--- src/rtl/pe_scheduler.sv ---
// Scheduler for one 1-D convolution processing element: loads the filter and
// ifmap scratchpads, sequences the MAC over every window and hands off each partial sum.
module pe_scheduler #(
  parameter int FILT_LEN  = 4,
  parameter int IFMAP_LEN = 16,
  parameter int STRIDE    = 1,
  parameter int ADDR_W    = 4
) (
  input  logic              clk,
  input  logic              rst,
  input  logic              start,
  input  logic              filt_done,
  input  logic              if_done,
  input  logic              psum_ready,
  output logic              filt_start,
  output logic              if_start,
  output logic              mac_en,
  output logic              acc_clr,
  output logic [ADDR_W-1:0] filt_addr,
  output logic [ADDR_W-1:0] if_addr,
  output logic              psum_valid,
  output logic              busy,
  output logic              done
);

  localparam int NUM_WIN = (IFMAP_LEN - FILT_LEN) / STRIDE + 1;
  localparam int CW      = ADDR_W + 1;
  localparam logic [CW-1:0] STRIDE_C = CW'(STRIDE);
  localparam logic [CW-1:0] K_LAST   = CW'(FILT_LEN - 1);
  localparam logic [CW-1:0] W_LAST   = CW'(NUM_WIN - 1);

  typedef enum logic [2:0] {
    S_IDLE    = 3'd0,
    S_LOAD_F  = 3'd1,
    S_LOAD_I  = 3'd2,
    S_COMPUTE = 3'd3,
    S_EMIT    = 3'd4,
    S_DONE    = 3'd5
  } state_t;

  state_t        state_q, state_d;
  logic [CW-1:0] w_q, w_d;
  logic [CW-1:0] k_q, k_d;
  logic          first_q, first_d;
  logic [CW-1:0] k_eff;
  logic [CW-1:0] if_addr_full;

  always_ff @(posedge clk) begin
    if (rst) begin
      state_q <= S_IDLE;
      w_q     <= '0;
      k_q     <= '0;
      first_q <= 1'b0;
    end else begin
      state_q <= state_d;
      w_q     <= w_d;
      k_q     <= k_d;
      first_q <= first_d;
    end
  end

  // psum handshake: psum_valid stays high in EMIT until a cycle with
  // psum_ready=1; the transfer happens on that rising edge.
  always_comb begin
    state_d = state_q;
    w_d     = w_q;
    k_d     = k_q;
    unique case (state_q)
      S_IDLE: begin
        if (start) begin
          state_d = S_LOAD_F;
          w_d     = '0;
          k_d     = '0;
        end
      end
      S_LOAD_F: begin
        if (filt_done) state_d = S_LOAD_I;
      end
      S_LOAD_I: begin
        if (if_done) state_d = S_COMPUTE;
      end
      S_COMPUTE: begin
        if (k_q == K_LAST) begin
          k_d     = '0;
          state_d = S_EMIT;
        end else begin
          k_d = k_q + 1'b1;
        end
      end
      S_EMIT: begin
        if (psum_ready) begin
          if (w_q == W_LAST) begin
            state_d = S_DONE;
          end else begin
            w_d     = w_q + 1'b1;
            state_d = S_COMPUTE;
          end
        end
      end
      S_DONE: begin
        state_d = S_IDLE;
      end
      default: begin
        state_d = S_IDLE;
      end
    endcase
    first_d = (state_d != state_q);
  end

  // In EMIT k has already wrapped, so the last tap index is used to hold addresses.
  always_comb begin
    filt_start   = 1'b0;
    if_start     = 1'b0;
    mac_en       = 1'b0;
    acc_clr      = 1'b0;
    filt_addr    = '0;
    if_addr      = '0;
    psum_valid   = 1'b0;
    busy         = 1'b0;
    done         = 1'b0;
    k_eff        = (state_q == S_EMIT) ? K_LAST : k_q;
    if_addr_full = w_q * STRIDE_C + k_eff;
    unique case (state_q)
      S_LOAD_F: begin
        busy       = 1'b1;
        filt_start = first_q;
      end
      S_LOAD_I: begin
        busy     = 1'b1;
        if_start = first_q;
      end
      S_COMPUTE: begin
        busy      = 1'b1;
        mac_en    = 1'b1;
        acc_clr   = (k_q == '0);
        filt_addr = k_eff[ADDR_W-1:0];
        if_addr   = if_addr_full[ADDR_W-1:0];
      end
      S_EMIT: begin
        busy       = 1'b1;
        psum_valid = 1'b1;
        filt_addr  = k_eff[ADDR_W-1:0];
        if_addr    = if_addr_full[ADDR_W-1:0];
      end
      S_DONE: begin
        busy = 1'b1;
        done = 1'b1;
      end
      default: begin
        busy = 1'b0;
      end
    endcase
  end

endmodule
--- config.mk ---
export PLATFORM = sky130hd
export DESIGN_NAME = pe_scheduler
export DESIGN_NICKNAME = d
export VERILOG_FILES = /design/src/rtl/pe_scheduler.sv
export SDC_FILE = /design/constraint.sdc
export NUM_CORES = 1
export LEC_CHECK = 0
export BUFFER_PORTS_ARGS = -buffer_cell sky130_fd_sc_hd__buf_2
export CAP_MARGIN = 20
export CORE_MARGIN = 2
export CORE_UTILIZATION = 45
export DETAILED_ROUTE_END_ITERATION = 12
export PLACE_DENSITY_LB_ADDON = 0.25
export SLEW_MARGIN = 0
export SYNTH_ARGS = -nofsm -noshare
export SYNTH_HDL_FRONTEND = slang
export SYNTH_SLANG_ARGS = --single-unit
--- constraint.sdc ---
create_clock -name clk -period 5.43 [get_ports clk]
set_clock_uncertainty 0.1 [all_clocks]
set_input_delay 0.8145 -clock clk [delete_from_list [all_inputs] [get_ports clk]]
set_output_delay 0.8145 -clock clk [all_outputs]
set_load 0.02 [all_outputs]
==> results.sh <==
export IMPL_path_clk_slew_ps=90
export IMPL_p_seq_frac=0.544
export IMPL_holdCritPathClass="register to register"
export IMPL_synth_seq_area_share=0.269
export IMPL_fillCellCount=237
export IMPL_antenna_found_initial=0
export IMPL_setup_viol=0
export IMPL_grt_max_degree=18
export IMPL_io_pins=21
export IMPL_holdPathStages=2
export IMPL_dieArea_um2=2720
export IMPL_period_share=0.647
export IMPL_overflow=0
export IMPL_drv_slew=0
export IMPL_cp_max_fo=17
export IMPL_synth_distinct_cells=40
export IMPL_fin_ws_ps=1920
export IMPL_cts_tree="yes"
export IMPL_post_route_drc_count=0
export IMPL_dr_pass1_iters=4
export IMPL_post_place_ws_ps=2240
export IMPL_path_class="register to output port"
export IMPL_antenna_cells=0
export IMPL_p_sw_frac=0.291
export IMPL_clock_sinks=14
export IMPL_htree_levels=1
export IMPL_met2_usage=0.342
export IMPL_grt_pass1_wl_mm=4.11
export IMPL_synth_avg_cell_area_um2=7.85
export IMPL_slowest_delay_ps=650
export IMPL_fmax_mhz=285
export IMPL_grt_met1_usage=0.247
export IMPL_cts_hold_buf=0
export IMPL_clockRootBuffer="clkbuf_4"
export IMPL_areaGrowthSynthToFinish_pct=12.1
export IMPL_rows=17
export IMPL_path_cells="inv_1 > o21ai_0 > ha_1 > a21o_1 > a21oi_1 > xnor2_1 > mux2i_1 > buf_2"
export IMPL_worstPathRequired_ps=4520
export IMPL_clock_path_buffers=2
export IMPL_status="finished clean"
export IMPL_cts_buffers=3
export IMPL_fin_crit_ps=3510
export IMPL_routedWlPerCell_um=13.2
export IMPL_route_vias_total=1020
export IMPL_vdd_ir_drop_max_mv=0.157
export IMPL_synth_nets=147
export IMPL_gp_congestion=0.917
export IMPL_worstHoldStart="w_q[4]$_SDFFE_PP0P_"
export IMPL_busiest_layer="met2"
export IMPL_p_per_area_nw_per_um2=175
export IMPL_clockPowerShare=0.291
export IMPL_grt_setup_unrepaired="false"
export IMPL_io_buffers=20
export IMPL_routed_wl_mm=2.34
export IMPL_die_height_um=52.2
export IMPL_vias_per_cell=5.73
export IMPL_grt_pass1_vias=975
export IMPL_holdPathEnd="w_q[4]$_SDFFE_PP0P_"
export IMPL_p_int_w=0.000145
export IMPL_maxCapViolations=0
export IMPL_synth_area_um2=1040
export IMPL_slowest_stage="dfxtp_1"
export IMPL_maxSlewHeadroom=0.665
export IMPL_dp_hpwl_mm=1.78
export IMPL_multi_input_area_um2=691
export IMPL_final_layout_size_suffix_gt1_frac=0.207
export IMPL_power_leakage_nw=0.484
export IMPL_r2r_end="w_q[4]$_SDFFE_PP0P_"
export IMPL_r2r_start="state_q[2]$_SDFF_PP0_"
export IMPL_yosys_warnings=0
export IMPL_p_comb_frac=0.165
export IMPL_reg2reg_depth=4
export IMPL_hold_viol=0
export IMPL_drt_iter0_drc=28
export IMPL_die_width_um=52.2
export IMPL_arrival_ps=2600
export IMPL_p_switching_w=0.0000595
export IMPL_grt_usage=0.202
export IMPL_cts_resized=0
export IMPL_worstMarginPinSlew_ps=495
export IMPL_synth_seq_cells=14
export IMPL_clk_insertion_delay_late_ps=280
export IMPL_end_kind="output port"
export IMPL_rrSetupSlack_ps=3350
export IMPL_seqCellArea_um2=280
export IMPL_start_util=0.472
export IMPL_cts_setup_buffers=0
export IMPL_met3_usage=0.0316
export IMPL_fin_tns_setup_ps=0
export IMPL_final_antenna_net_count=0
export IMPL_coreArea_um2=2210
export IMPL_cp_start_kind="register"
export IMPL_fin_nets=166
export IMPL_netlist_instances=133
-- cells in the final DEF (no fill, tap or decap), drive strengths merged, types with 2 or more instances in the layout --
cell / count
nor4b: 3
nor2b: 2
ha: 7
or3: 3
nand3: 3
a21oi: 12
xor2: 2
buf: 20
nor3: 3
inv: 11
nor2: 16
and3: 2
or2: 3
dfxtp: 14
o21ai: 7
o22ai: 2
nand2: 7
or3b: 2
nand3b: 3
a31oi: 2
a211oi: 3
nand4: 2
a21o: 2
a22oi: 2
clkbuf: 3
mux2i: 2
a311oi: 2
-- power groups by stage --
stage           Clock, W  Sequential [W]  Combinational (W)
6_report       0.0000595        0.000111          0.0000337
3_5_place_dp           0        0.000114          0.0000338
5_1_grt        0.0000661        0.000112          0.0000378
4_1_cts        0.0000629        0.000111          0.0000339
2_1_floorplan          0        0.000109          0.0000301
3_3_place_gp           0        0.000113          0.0000337
-- metal layers --
| layer | part of all wire | up-vias | routed length [um] |
|---|---|---|---|
| met5 | 0 | - | 0 |
| met4 | 0.0073 | 0 | 17 |
| li1 | - | 515 | - |
| met2 | 0.50 | 15 | 1170 |
| met1 | 0.47 | 488 | 1100 |
| met3 | 0.025 | 2 | 59 |
-- logic make-up (layout without fill, tap and decap cells) --
| family | after synthesis | count (layout) | synth area share |
|---|---|---|---|
| AND/OR/NAND/NOR | 54 | 54 | 0.303 |
| buffers and inverters | 17 | 34 | 0.0695 |
| XOR/XNOR | 3 | 3 | 0.0252 |
| adder cells (fa/ha/maj) | 8 | 8 | 0.103 |
| AO/OA/AOI/OAI | 35 | 35 | 0.211 |
| multiplexers | 2 | 2 | 0.0192 |
| flip-flops | 14 | 14 | 0.269 |
-- state kept, by name (all words and copies together), names as in the netlist --
signal and count:
first_q 1, k_q 5, state_q 3, w_q 5
-- final cells by class --
class / count / area share
well taps: 28 / 0.0299
clock buffers: 3 / 0.0193
multi-input cells: 102 / 0.590
inverters: 11 / 0.0353
repair buffers: 20 / 0.0856
flip-flops and latches: 14 / 0.240
-- how the worst max path moves through the flow --
stage,from,to,slack (ps),depth (start not counted)
after floorplan,state_q[0]$_SDFF_PP0_,if_addr[3],2290,9
after detailed placement,state_q[0]$_SDFF_PP0_,if_addr[3],2240,8
final,state_q[2]$_SDFF_PP0_,if_addr[3],1920,8
after CTS,state_q[0]$_SDFF_PP0_,if_addr[3],1920,8
after global placement,state_q[0]$_SDFF_PP0_,if_addr[3],2310,8
after global routing,state_q[2]$_SDFF_PP0_,if_addr[3],1660,8
-- synthesized netlist by cell type --
master / n / share of area
a31oi_1: 1 / 0.0060
a311oi_1: 2 / 0.017
nand2_1: 7 / 0.025
nor4b_1: 2 / 0.017
nor3b_4: 1 / 0.018
xor2_1: 2 / 0.017
nor4b_2: 1 / 0.014
nor3_1: 3 / 0.014
buf_2: 1 / 0.0048
nand3_1: 3 / 0.014
buf_6: 1 / 0.011
o31ai_1: 1 / 0.0072
fa_1: 1 / 0.019
a211oi_1: 3 / 0.022
mux2i_1: 2 / 0.019
and2_1: 1 / 0.0060
nand3b_1: 3 / 0.022
and3_1: 2 / 0.012
or2_2: 3 / 0.018
o22ai_1: 2 / 0.012
dfxtp_1: 14 / 0.27
and4_1: 1 / 0.0084
nand4_1: 2 / 0.012
a211o_1: 1 / 0.0084
nand4b_1: 1 / 0.0084
or3b_2: 2 / 0.017
a31oi_2: 1 / 0.012
a22oi_1: 2 / 0.014
or3_1: 3 / 0.018
o211ai_1: 1 / 0.0072
inv_1: 11 / 0.040
xnor2_1: 1 / 0.0084
o21ai_0: 7 / 0.034
or4b_1: 1 / 0.0096
a21o_1: 2 / 0.014
nor2_1: 16 / 0.058
clkbuf_1: 4 / 0.014
nor2b_1: 2 / 0.012
a21oi_1: 12 / 0.058
ha_1: 7 / 0.084
-- critical path, delay by kind of cell (launching register included) --
family | cells | cell delay, ps
flip-flops | 1 | 650
AO/OA/AOI/OAI | 3 | 650
buffers and inverters | 2 | 390
adder cells (fa/ha/maj) | 1 | 290
multiplexers | 1 | 190
XOR/XNOR | 1 | 150
-- through the flow --
step	power [W]	cell area (um^2)	utilization	hold WS [ps]	instances
floorplan	0.000139	1040	-	351	133
global placement	0.000147	1150	0.519	370	175
detailed placement	0.000147	1150	0.519	378	175
CTS	0.000208	1170	0.529	393	178
global route	0.000216	1170	0.529	412	178
finish	0.000204	1170	0.529	395	178
Power figures use the tool's default switching activity.
